[src/rtl/mx_blk_align_pkg.sv]
// Shared types and constants for the MX block aligner.
// Latency: n/a (declarations only).
// Backpressure: n/a.
package mx_align_pkg;

    // Block controller phases: collect a block, then drain it.
    typedef enum logic {
        FILL = 1'b0,
        EMIT = 1'b1
    } state_t;

    localparam int INT_W_DEF = 24;
    localparam int OUT_W_DEF = 8;

    // Shift amounts run 0..int_w inclusive, hence the +1.
    localparam int shift_w = $clog2(INT_W_DEF + 1);

    // Signed saturation bounds of an out_w-bit element.
    function automatic int sat_max(input int ow);
        return (1 << (ow - 1)) - 1;
    endfunction

    function automatic int sat_min(input int ow);
        return -(1 << (ow - 1));
    endfunction

endpackage

[src/rtl/mx_blk_align_elem_rnd.sv]
// Element aligner: arithmetic right shift, optional RNE rounding, saturation.
// Latency: purely combinational.
// Backpressure: none (no state). Rounding enabled by macro MX_ALIGN_RNE_EN.
//
// Ports: i_op  signed element, i_sh  right-shift amount 0..int_w,
//        o_elem  saturated signed out_w-bit result.
module mx_elem_rnd
    import mx_align_pkg::*;
#(
    parameter int int_w = 24,
    parameter int out_w = 8
) (
    input  logic [int_w-1:0]             i_op,
    input  logic [$clog2(int_w+1)-1:0]   i_sh,
    output logic [out_w-1:0]             o_elem
);

    // Two guard bits of headroom: one for the sh==int_w case, one for the
    // rounding increment.
    localparam int EW = int_w + 2;
    localparam logic signed [EW-1:0] MAXV = EW'(sat_max(out_w));
    localparam logic signed [EW-1:0] MINV = EW'(sat_min(out_w));

    logic signed [EW-1:0] w_op_ext;
    logic signed [EW-1:0] w_shr;
    logic signed [EW-1:0] w_sum;

    assign w_op_ext = $signed({{2{i_op[int_w-1]}}, i_op});
    assign w_shr    = w_op_ext >>> i_sh;

`ifdef MX_ALIGN_RNE_EN
    logic [EW-1:0] w_low;      // ones on every bit shifted out
    logic [EW-1:0] w_guard_m;  // just bit sh-1
    logic          w_guard;
    logic          w_sticky;
    logic          w_rnd;

    assign w_low     = (EW'(1) << i_sh) - EW'(1);
    assign w_guard_m = w_low ^ (w_low >> 1);
    assign w_guard   = |(w_op_ext & w_guard_m);
    assign w_sticky  = |(w_op_ext & (w_low >> 1));
    assign w_rnd     = w_guard & (w_sticky | w_shr[0]);
    assign w_sum     = w_shr + $signed({{(EW-1){1'b0}}, w_rnd});
`else
    assign w_sum     = w_shr;
`endif

    always_comb begin
        o_elem = w_sum[out_w-1:0];
        if (w_sum > MAXV) begin
            o_elem = MAXV[out_w-1:0];
        end else if (w_sum < MINV) begin
            o_elem = MINV[out_w-1:0];
        end
    end

endmodule

[src/rtl/mx_blk_align.sv]
// Packs blk_sz normalised (op, scale) elements into one MX block: shared scale + narrow elements.
// Latency: first output 1 cycle after the last input accept; FILL and EMIT never overlap.
// Backpressure: o_ready only in FILL; in EMIT outputs hold while i_ready is low.
//
// Ports: i_clk/i_rst (sync, active-high); input stream i_valid/o_ready/i_op/i_scale;
//        output stream o_valid/i_ready/o_elem/o_scale/o_last.
// Optional macro MX_ALIGN_RNE_EN selects round-to-nearest-even instead of truncation.
module mx_blk_align
    import mx_align_pkg::*;
#(
    parameter int int_w   = 24,
    parameter int scale_w = 8,
    parameter int out_w   = 8,
    parameter int blk_sz  = 32
) (
    input  logic               i_clk,
    input  logic               i_rst,
    input  logic               i_valid,
    output logic               o_ready,
    input  logic [int_w-1:0]   i_op,
    input  logic [scale_w-1:0] i_scale,
    output logic               o_valid,
    input  logic               i_ready,
    output logic [out_w-1:0]   o_elem,
    output logic [scale_w-1:0] o_scale,
    output logic               o_last
);

    localparam int SH_W  = $clog2(int_w + 1);
    localparam int IDX_W = $clog2(blk_sz);
    localparam int OFS   = int_w - out_w;

    state_t             r_state;
    logic [IDX_W-1:0]   r_idx;
    logic [scale_w-1:0] r_max;
    logic               r_nz;
    logic [scale_w-1:0] r_scale;
    logic [int_w-1:0]   r_op_buf [blk_sz];
    logic [scale_w-1:0] r_sc_buf [blk_sz];

    logic               w_last;
    logic               w_op_nz;
    logic [scale_w-1:0] w_max_nxt;
    logic               w_nz_nxt;
    logic [scale_w:0]   w_scale_sum;
    logic [scale_w-1:0] w_scale_blk;
    logic [int_w-1:0]   w_rd_op;
    logic [scale_w-1:0] w_rd_sc;
    logic [scale_w+1:0] w_sh_full;
    logic [SH_W-1:0]    w_sh;
    logic [out_w-1:0]   w_elem;

    assign w_last  = (r_idx == IDX_W'(blk_sz - 1));
    assign w_op_nz = |i_op;

    // Zero elements carry arbitrary scales and must not pull the block scale up.
    assign w_max_nxt = (w_op_nz && (i_scale > r_max)) ? i_scale : r_max;
    assign w_nz_nxt  = r_nz | w_op_nz;

    // Shared scale is computed from the next-state max so the final accepted
    // element is included when the block closes.
    assign w_scale_sum = {1'b0, w_max_nxt} + (scale_w + 1)'(OFS);
    always_comb begin
        w_scale_blk = '0;
        if (w_nz_nxt) begin
            w_scale_blk = w_scale_sum[scale_w] ? '1 : w_scale_sum[scale_w-1:0];
        end
    end

    assign w_rd_op = r_op_buf[r_idx];
    assign w_rd_sc = r_sc_buf[r_idx];

    // Shift uses the unsaturated scale. A scale above the max can only belong
    // to a zero element, so clamping to full shift-out is harmless there.
    assign w_sh_full = {1'b0, {1'b0, r_max} - {1'b0, w_rd_sc}} + (scale_w + 2)'(OFS);
    always_comb begin
        w_sh = w_sh_full[SH_W-1:0];
        if ((w_rd_sc > r_max) || (w_sh_full > (scale_w + 2)'(int_w))) begin
            w_sh = SH_W'(int_w);
        end
    end

    mx_elem_rnd #(
        .int_w (int_w),
        .out_w (out_w)
    ) u_rnd (
        .i_op   (w_rd_op),
        .i_sh   (w_sh),
        .o_elem (w_elem)
    );

    always_ff @(posedge i_clk) begin
        if (i_rst) begin
            r_state <= FILL;
            r_idx   <= '0;
            r_max   <= '0;
            r_nz    <= 1'b0;
            r_scale <= '0;
        end else begin
            case (r_state)
                FILL: begin
                    if (i_valid) begin
                        r_max <= w_max_nxt;
                        r_nz  <= w_nz_nxt;
                        if (w_last) begin
                            r_state <= EMIT;
                            r_idx   <= '0;
                            r_scale <= w_scale_blk;
                        end else begin
                            r_idx <= r_idx + 1'b1;
                        end
                    end
                end
                EMIT: begin
                    if (i_ready) begin
                        if (w_last) begin
                            r_state <= FILL;
                            r_idx   <= '0;
                            r_max   <= '0;
                            r_nz    <= 1'b0;
                            r_scale <= '0;
                        end else begin
                            r_idx <= r_idx + 1'b1;
                        end
                    end
                end
                default: r_state <= FILL;
            endcase
        end
    end

    // Element storage needs no reset: every slot is rewritten before it is read.
    always_ff @(posedge i_clk) begin
        if (!i_rst && (r_state == FILL) && i_valid) begin
            r_op_buf[r_idx] <= i_op;
            r_sc_buf[r_idx] <= i_scale;
        end
    end

    assign o_ready = (r_state == FILL);
    assign o_valid = (r_state == EMIT);
    assign o_last  = o_valid & w_last;
    assign o_elem  = o_valid ? w_elem : '0;
    assign o_scale = r_scale;

endmodule

[config.mk]
export PLATFORM = sky130hd
export DESIGN_NAME = mx_blk_align
export DESIGN_NICKNAME = d
export VERILOG_FILES = /design/src/rtl/mx_blk_align_pkg.sv /design/src/rtl/mx_blk_align_elem_rnd.sv /design/src/rtl/mx_blk_align.sv
export SDC_FILE = /design/constraint.sdc
export NUM_CORES = 1
export LEC_CHECK = 0
export CAP_MARGIN = 20
export CORE_UTILIZATION = 50
export DETAILED_ROUTE_END_ITERATION = 10
export HOLD_SLACK_MARGIN = 0.05
export PLACE_DENSITY = 0.73
export SLEW_MARGIN = 20
export SYNTH_ARGS = -nofsm -noshare
export SYNTH_HDL_FRONTEND = slang
export SYNTH_SLANG_ARGS = --single-unit
[constraint.sdc]
create_clock -name i_clk -period 30.2 [get_ports i_clk]
set_input_delay 6.04 -clock i_clk [delete_from_list [all_inputs] [get_ports i_clk]]
set_output_delay 6.04 -clock i_clk [all_outputs]
set_load 0.005 [all_outputs]
==> impl_metrics.yaml <==
status:
  outcome: "finished, final reports clean"
global_route:
  gr-max-usage-layer: "met2"
  grt_antenna_before_repair: 5
  gr-usage-met1_pct: 35.21
  all_layer_gr_usage_pct: 25.27
  grt_start_max_net_pins: 60
  grt.overflow.total: 0
  groute.layer.met2.usage_pct: 41.04
  first_global_vias: 23280
  gr-usage-met3_pct: 3.755
  grt_first_pass_wirelength_um: 158000
cts:
  post-cts-setup-buffers: 0
  cts_root_buf: "clkbuf_16"
  cts_sinks: 1052
  clock_transition_at_path_regs_ns: 0.06
  postCtsResizedCells: 0
  cts_max_level: 3
  clock_latency_late_sink_ns: 0.67
  cts_hold_buf: 0
  cts_tree: "yes"
  cts_buffer_depth: 3
  cts-buffers-inserted: 104
floorplanning:
  fp.dieH_um: 295.7
  chipWidth_um: 295.7
  floorplan.io_pins: 55
  row_count: 107
  floorplan.core_area_um2: 85280
  floorplan.initialDensity_pct: 50.57
  die_area_um2: 87440
pwr:
  powerDensity_nw_per_um2: 64.61
  power.internal_mw: 2.421
  cellLeakagePower_nw: 14.88
  switching_share_of_total_power_pct: 22.84
  switchingPower_mw: 0.7166
  vdd_drop_max_uv: 66.44
  p_total_mw: 3.138
  p_comb_share_pct: 8.5
  seq_power_share_pct: 51.5
  p_clk_share_pct: 40.0
routing:
  num_vias: 22930
  drt.antenna.violating_nets: 0
  route.detailed.drc: 0
  wire_per_inst_um: 30.70
  drt-pass1-iter-count: 6
  drt-total-wl_um: 109300
  post_drt_via_cell_ratio: 6.442
  drt-initial-drc-count: 2941
setup_path:
  worst_ep_required_time_ns: 24.16
  rr_endpoint: "r_op_buf[10][18]"
  startpoint_type: "flip-flop"
  worst_ep_arrival_time_ns: 10.09
  crit_end_element: "primary output"
  critical_path.reg2reg.startpoint: "o_valid"
  regToRegSetupSlack_ns: 26.14
  worstSetupPathType: "flip-flop to primary output"
  reg2regPathDepth: 7
  worst-path-max-fanout: 45
sta:
  worst-slew-pin-transition_ns: 1.087
  min_period_ns: 16.13
  fin_tns_setup_ns: 0
  setup_viol_count_final: 0
  maxSlewViolCount: 0
  fin_skew_ns: 0.02890
  timing.slew.headroom_pct: 27.55
  highest_clock_rate_ghz: 0.06201
  hold_violations: 0
  rsz0062_at_grt: "false"
  min_period_over_period_pct: 53.40
min_path:
  hp-class: "flip-flop to flip-flop"
  whs_endpoint: "o_scale[1]"
  min-delay-start: "o_scale[1]"
  hold_path_depth: 1
yosys:
  async_set_or_reset_flop_fraction_in_the_synthesized_netlist_pct: 0
  postSynthCellCount: 2218
  synthFlopType: "edfxtp_1"
  share_of_synthesized_area_occupied_by_flip_flops_and_latches_pct: 72.59
  yosys_warnings: 0
  synth-seq-cells: 1052
  post_syn_nets: 2281
  syn_avg_cell_area_um2: 19.45
  synthDistinctLibCells: 90
  synth.cell_area_um2: 43130
  synth_enable_flop_cells: 1024
place:
  port-buffer-count: 54
  gp_congestion: 0.9002
  dp_cells: 3367
  dp_hpwl_um: 61440
run:
  timing.max_cap.violations: 0
finish:
  areaGrowthSynthToFinish_pct: 12.60
  top_library_cells_by_usage_in_the_layout_fill_and_taps_aside: "edfxtp_1 (1024), mux4_2 (248), clkbuf_16 (105)"
  drive_gt1_share_pct: 23.35
  final_common_cell: "edfxtp_1"
  stdcell_count: 3560
  nNetsFinal: 2394
-- per-layer routing --
metal  vias to the layer above  share of wire, %
li1                       9474                 -
met2                      1146                49
met4                         6               2.8
met3                       195               7.9
met5                         -             0.027
met1                     12110                40
-- metrics by stage --
step	utilization (%)	cell area (um^2)	hold WS [ns]	setup WS (ns)
2_1_floorplan	-	43130	0.4487	16.17
3_3_place_gp	53.06	45250	0.4371	14.65
3_5_place_dp	53.07	45250	0.4414	14.54
4_1_cts	56.95	48570	0.4543	13.81
5_1_grt	56.94	48560	0.4704	13.39
6_report	56.94	48560	0.4527	14.07
-- flip-flops by register name (all words and copies together) (netlist names), named ones only --
name / cells
r_nz: 1
r_sc_buf: 256
r_idx: 5
o_valid: 1
r_max: 8
r_op_buf: 768
o_scale: 8
-- cell families (layout without fill, tap and decap cells) --
family	Yosys count	in the layout	synth area share, %
and+or+nand+nor	352	352	3.983
AOI/OAI and AO/OA	249	249	4.177
other	0	1	0
xor gates and xnor gates	8	8	0.1625
buffers and inverters	147	344	1.752
muxes	383	383	16.53
adders and majority gates	27	27	0.8007
DFF	1052	1052	72.59
-- power groups by stage --
| stage | combinational (mW) | clock [mW] | sequential, mW |
|---|---|---|---|
| final | 0.267 | 1.25 | 1.62 |
| after global routing | 0.285 | 1.32 | 1.62 |
| after CTS | 0.265 | 1.26 | 1.62 |
| after detailed placement | 0.265 | 0 | 1.65 |
| after global placement | 0.260 | 0 | 1.65 |
| after floorplan | 0.180 | 0 | 1.64 |
-- cells in the mapped netlist, drive strengths merged, types with 3 or more instances --
cell type,count,area (um^2)
a2111oi,6,58.80
a211o,3,27.53
a211oi,12,107.6
a21o,11,82.58
a21oi,52,264.0
a221oi,5,43.79
a22oi,38,285.3
a2bb2oi,6,65.06
a311o,3,30.03
a311oi,4,52.56
a31oi,19,118.9
a32oi,5,51.30
and2,8,50.05
and3,5,31.28
buf,73,474.2
clkbuf,45,172.7
dfxtp,28,560.5
edfxtp,1024,30750
ha,26,325.3
inv,28,105.1
mux2,21,240.2
mux2i,104,1041
mux4,258,5848
nand2,91,341.6
nand2b,6,37.54
nand3,33,165.2
nand3b,11,82.58
nand4,13,87.58
nor2,111,419.2
nor2b,12,75.07
nor3,21,121.4
nor4,15,100.1
o211a,3,30.03
o211ai,13,97.59
o21ai,25,125.1
o22ai,13,81.33
o311ai,3,26.28
o31ai,6,45.04
or3,7,43.79
or3b,5,43.79
or4,3,22.52
xnor2,3,26.28
xor2,5,43.79
-- critical path: stages (launching register included) --
cell	delay (ns)
dfxtp_4	0.90
buf_4	0.55
buf_16	0.30
mux4_2	0.54
mux4_2	0.48
mux2_2	0.32
ha_1	0.23
fa_1	0.46
nand3b_1	0.26
nand2_1	0.11
xor2_1	0.27
inv_1	0.14
ha_1	0.28
nor4bb_1	0.16
a311oi_1	0.26
nand3_1	0.18
a2bb2oi_2	0.67
nand3_1	0.79
nand2_1	0.36
o21bai_1	0.12
or4_1	0.52
a2111o_1	0.45
a211oi_4	0.39
a211oi_1	0.14
clkdlybuf4s50_1	0.48
-- how the worst max path moves through the flow --
stage / startpoint / to / slack [ns] / cells after the start
floorplan: flip-flop / o_elem[6] / 16.17 / 31
global placement: flip-flop / o_elem[6] / 14.65 / 23
detailed placement: flip-flop / o_elem[5] / 14.54 / 23
CTS: flip-flop / o_elem[5] / 13.81 / 23
global route: flip-flop / o_elem[5] / 13.39 / 24
finish: flip-flop / o_elem[5] / 14.07 / 24
-- cell type report --
class | count | area [um^2]
multi-input combinational | 1019 | 11330
tap | 1144 | 1431
clock inverter | 65 | 590.6
inverter | 29 | 108.9
fill | 6238 | 36720
timing repair buffer | 125 | 1051
antenna | 1 | 2.502
clock buffer | 125 | 2723
sequential | 1052 | 31330
(Power assumes the default switching activity.)
==> RTL change: new RTL, same settings <==
Reset style: asynchronous (`i_rst`), changed in one clocked block.
--- a/src/rtl/mx_blk_align.sv
+++ b/src/rtl/mx_blk_align.sv
@@ -89,7 +89,7 @@
         .o_elem (w_elem)
     );
 
-    always_ff @(posedge i_clk) begin
+    always_ff @(posedge i_clk or posedge i_rst) begin
         if (i_rst) begin
             r_state <= FILL;
             r_idx   <= '0;
Check against the original RTL: no difference found for any inputs over 4 cycles, from zero or initial values and one cycle with i_rst high; that may be too few to reach the edited logic, so the function may still have changed.
==> RTL change against the original RTL <==
  * Fmax rose by 4.3%
  * Setup slack gained 0.66 ns
  * Wire length rose by 5.0%
  * Sequential cell count shrank 5
  * Area after synthesis down 0.33%
  * Sequential share of layout area rose by 0.55 points
  * Design area is 0.83% lower
  * Die area decreased by 0.33%
  * Critical path type unchanged
Power is not compared: it rests on default switching activity, and its combinational part moved more than twofold at a synthesized area within 25%.
==> RTL change: results (changes against the original RTL) <==
Layout clock area frac=6.49% (-0.33 points); Reg2Reg Capture Point=r_op_buf[11][0]; Hold Crit Endpoint=o_scale[1]; clock buffers=126 (+0.80%); final hold slack=0.474 ns (+0.0212 ns); family with the most delay on the worst path=compound AO/OA/AOI/OAI gates; vias in the first global route=23500 (+0.85%); synth cell count leaders=1024 x edfxtp_1, 282 x mux2i_1, 142 x mux4_2; GPL Wtd Cong=0.902 (+0.21%); reg-to-reg startpoint=r_idx[0]; met2 wire len=55500 um (+2.6%); met3 GRT Util=5.95% (+2.2 points); M2 GR Usage=42.5% (+1.5 points); R2R Setup Slk=25.54 ns (-0.60 ns); largest net degree at the start of global routing=142 (+140%); pre-CTS setup slack=15.55 ns (+1.01 ns); met1 usage=35.1% (-0.11 points); Seq/Total Area, Yosys=72.9% (+0.28 points); Non-Clock Buffer Count=139 (+11%); Hold Startpoint=o_scale[1]; Multi-In Gates=1124 (+10%); reg2reg path depth=5 (-2); first-pass GRT wire length=163000 um (+3.3%); nets=2497 (+4.3%); Mapped Nets=2388 (+4.7%); ys async rst share=2.20% (+2.2 points); Critical Path AT=9.43 ns (-0.66 ns); multi-input logic area=11000 um^2 (-2.8%); buffering overhead=2.41% (+0.25 points); via/cell ratio=6.56 (+1.9%); clock skew=0.0314 ns (+0.00249 ns); post-synth cell types=93 (+3.3%); Filler Cells Inserted=6251 (+0.21%); WL/cell=31.4 um (+2.2%); met3 wire len=11900 um (+38%); Synth area leaders=edfxtp_1 72%, mux4_2 7.4%, mux2i_1 6.6%; Min Clock Period, post-route=15.47 ns (-0.659 ns); CP max-delay cell=dfrtp_4; number of sequential cells=1047 (-0.48%); crit path capture=o_elem[4]; Worst slew margin=17.7% (-9.9 points); worst stage delay on the critical path=1.07 ns (+0.17 ns); Signal inverters=24 (-17%); HPWL Detailed=64000 um (+4.2%); status=completed; Inserted Clock Buffers=98 (-5.8%); sequential cell area share=65.1% (+0.55 points); GRT Util Overall=26.3% (+1.0 points)
==> RTL change: cell types whose count changed in the layout (fill, tap and decap cells not counted), moves of 13 or more <==
cell,change
nor2_1,-42
buf_4,+13
dfxtp_1,-23
o22ai_1,+116
mux4_2,-106
dfrtp_1,+20
nor4_1,+27
mux2i_1,+178
nand2_1,-30
==> RTL change: per-stage QoR <==
stage               cells  instance area (um^2)
global route         3656                 48200
finish               3657                 48200
global placement     3478                 45100
floorplan            2325                 43000
CTS                  3655                 48200
detailed placement   3478                 45100
==> RTL change: logic make-up after synthesis <==
logic type | Yosys count | share of synthesized area (%)
buffers and inverters | 154 | 2.12
AND/OR/NAND/NOR | 306 | 4.05
adder cells (fa/ha/maj) | 27 | 0.803
multiplexers | 440 | 14.4
AO/OA/AOI/OAI | 345 | 5.58
XOR/XNOR | 6 | 0.140
flip-flops | 1047 | 72.9
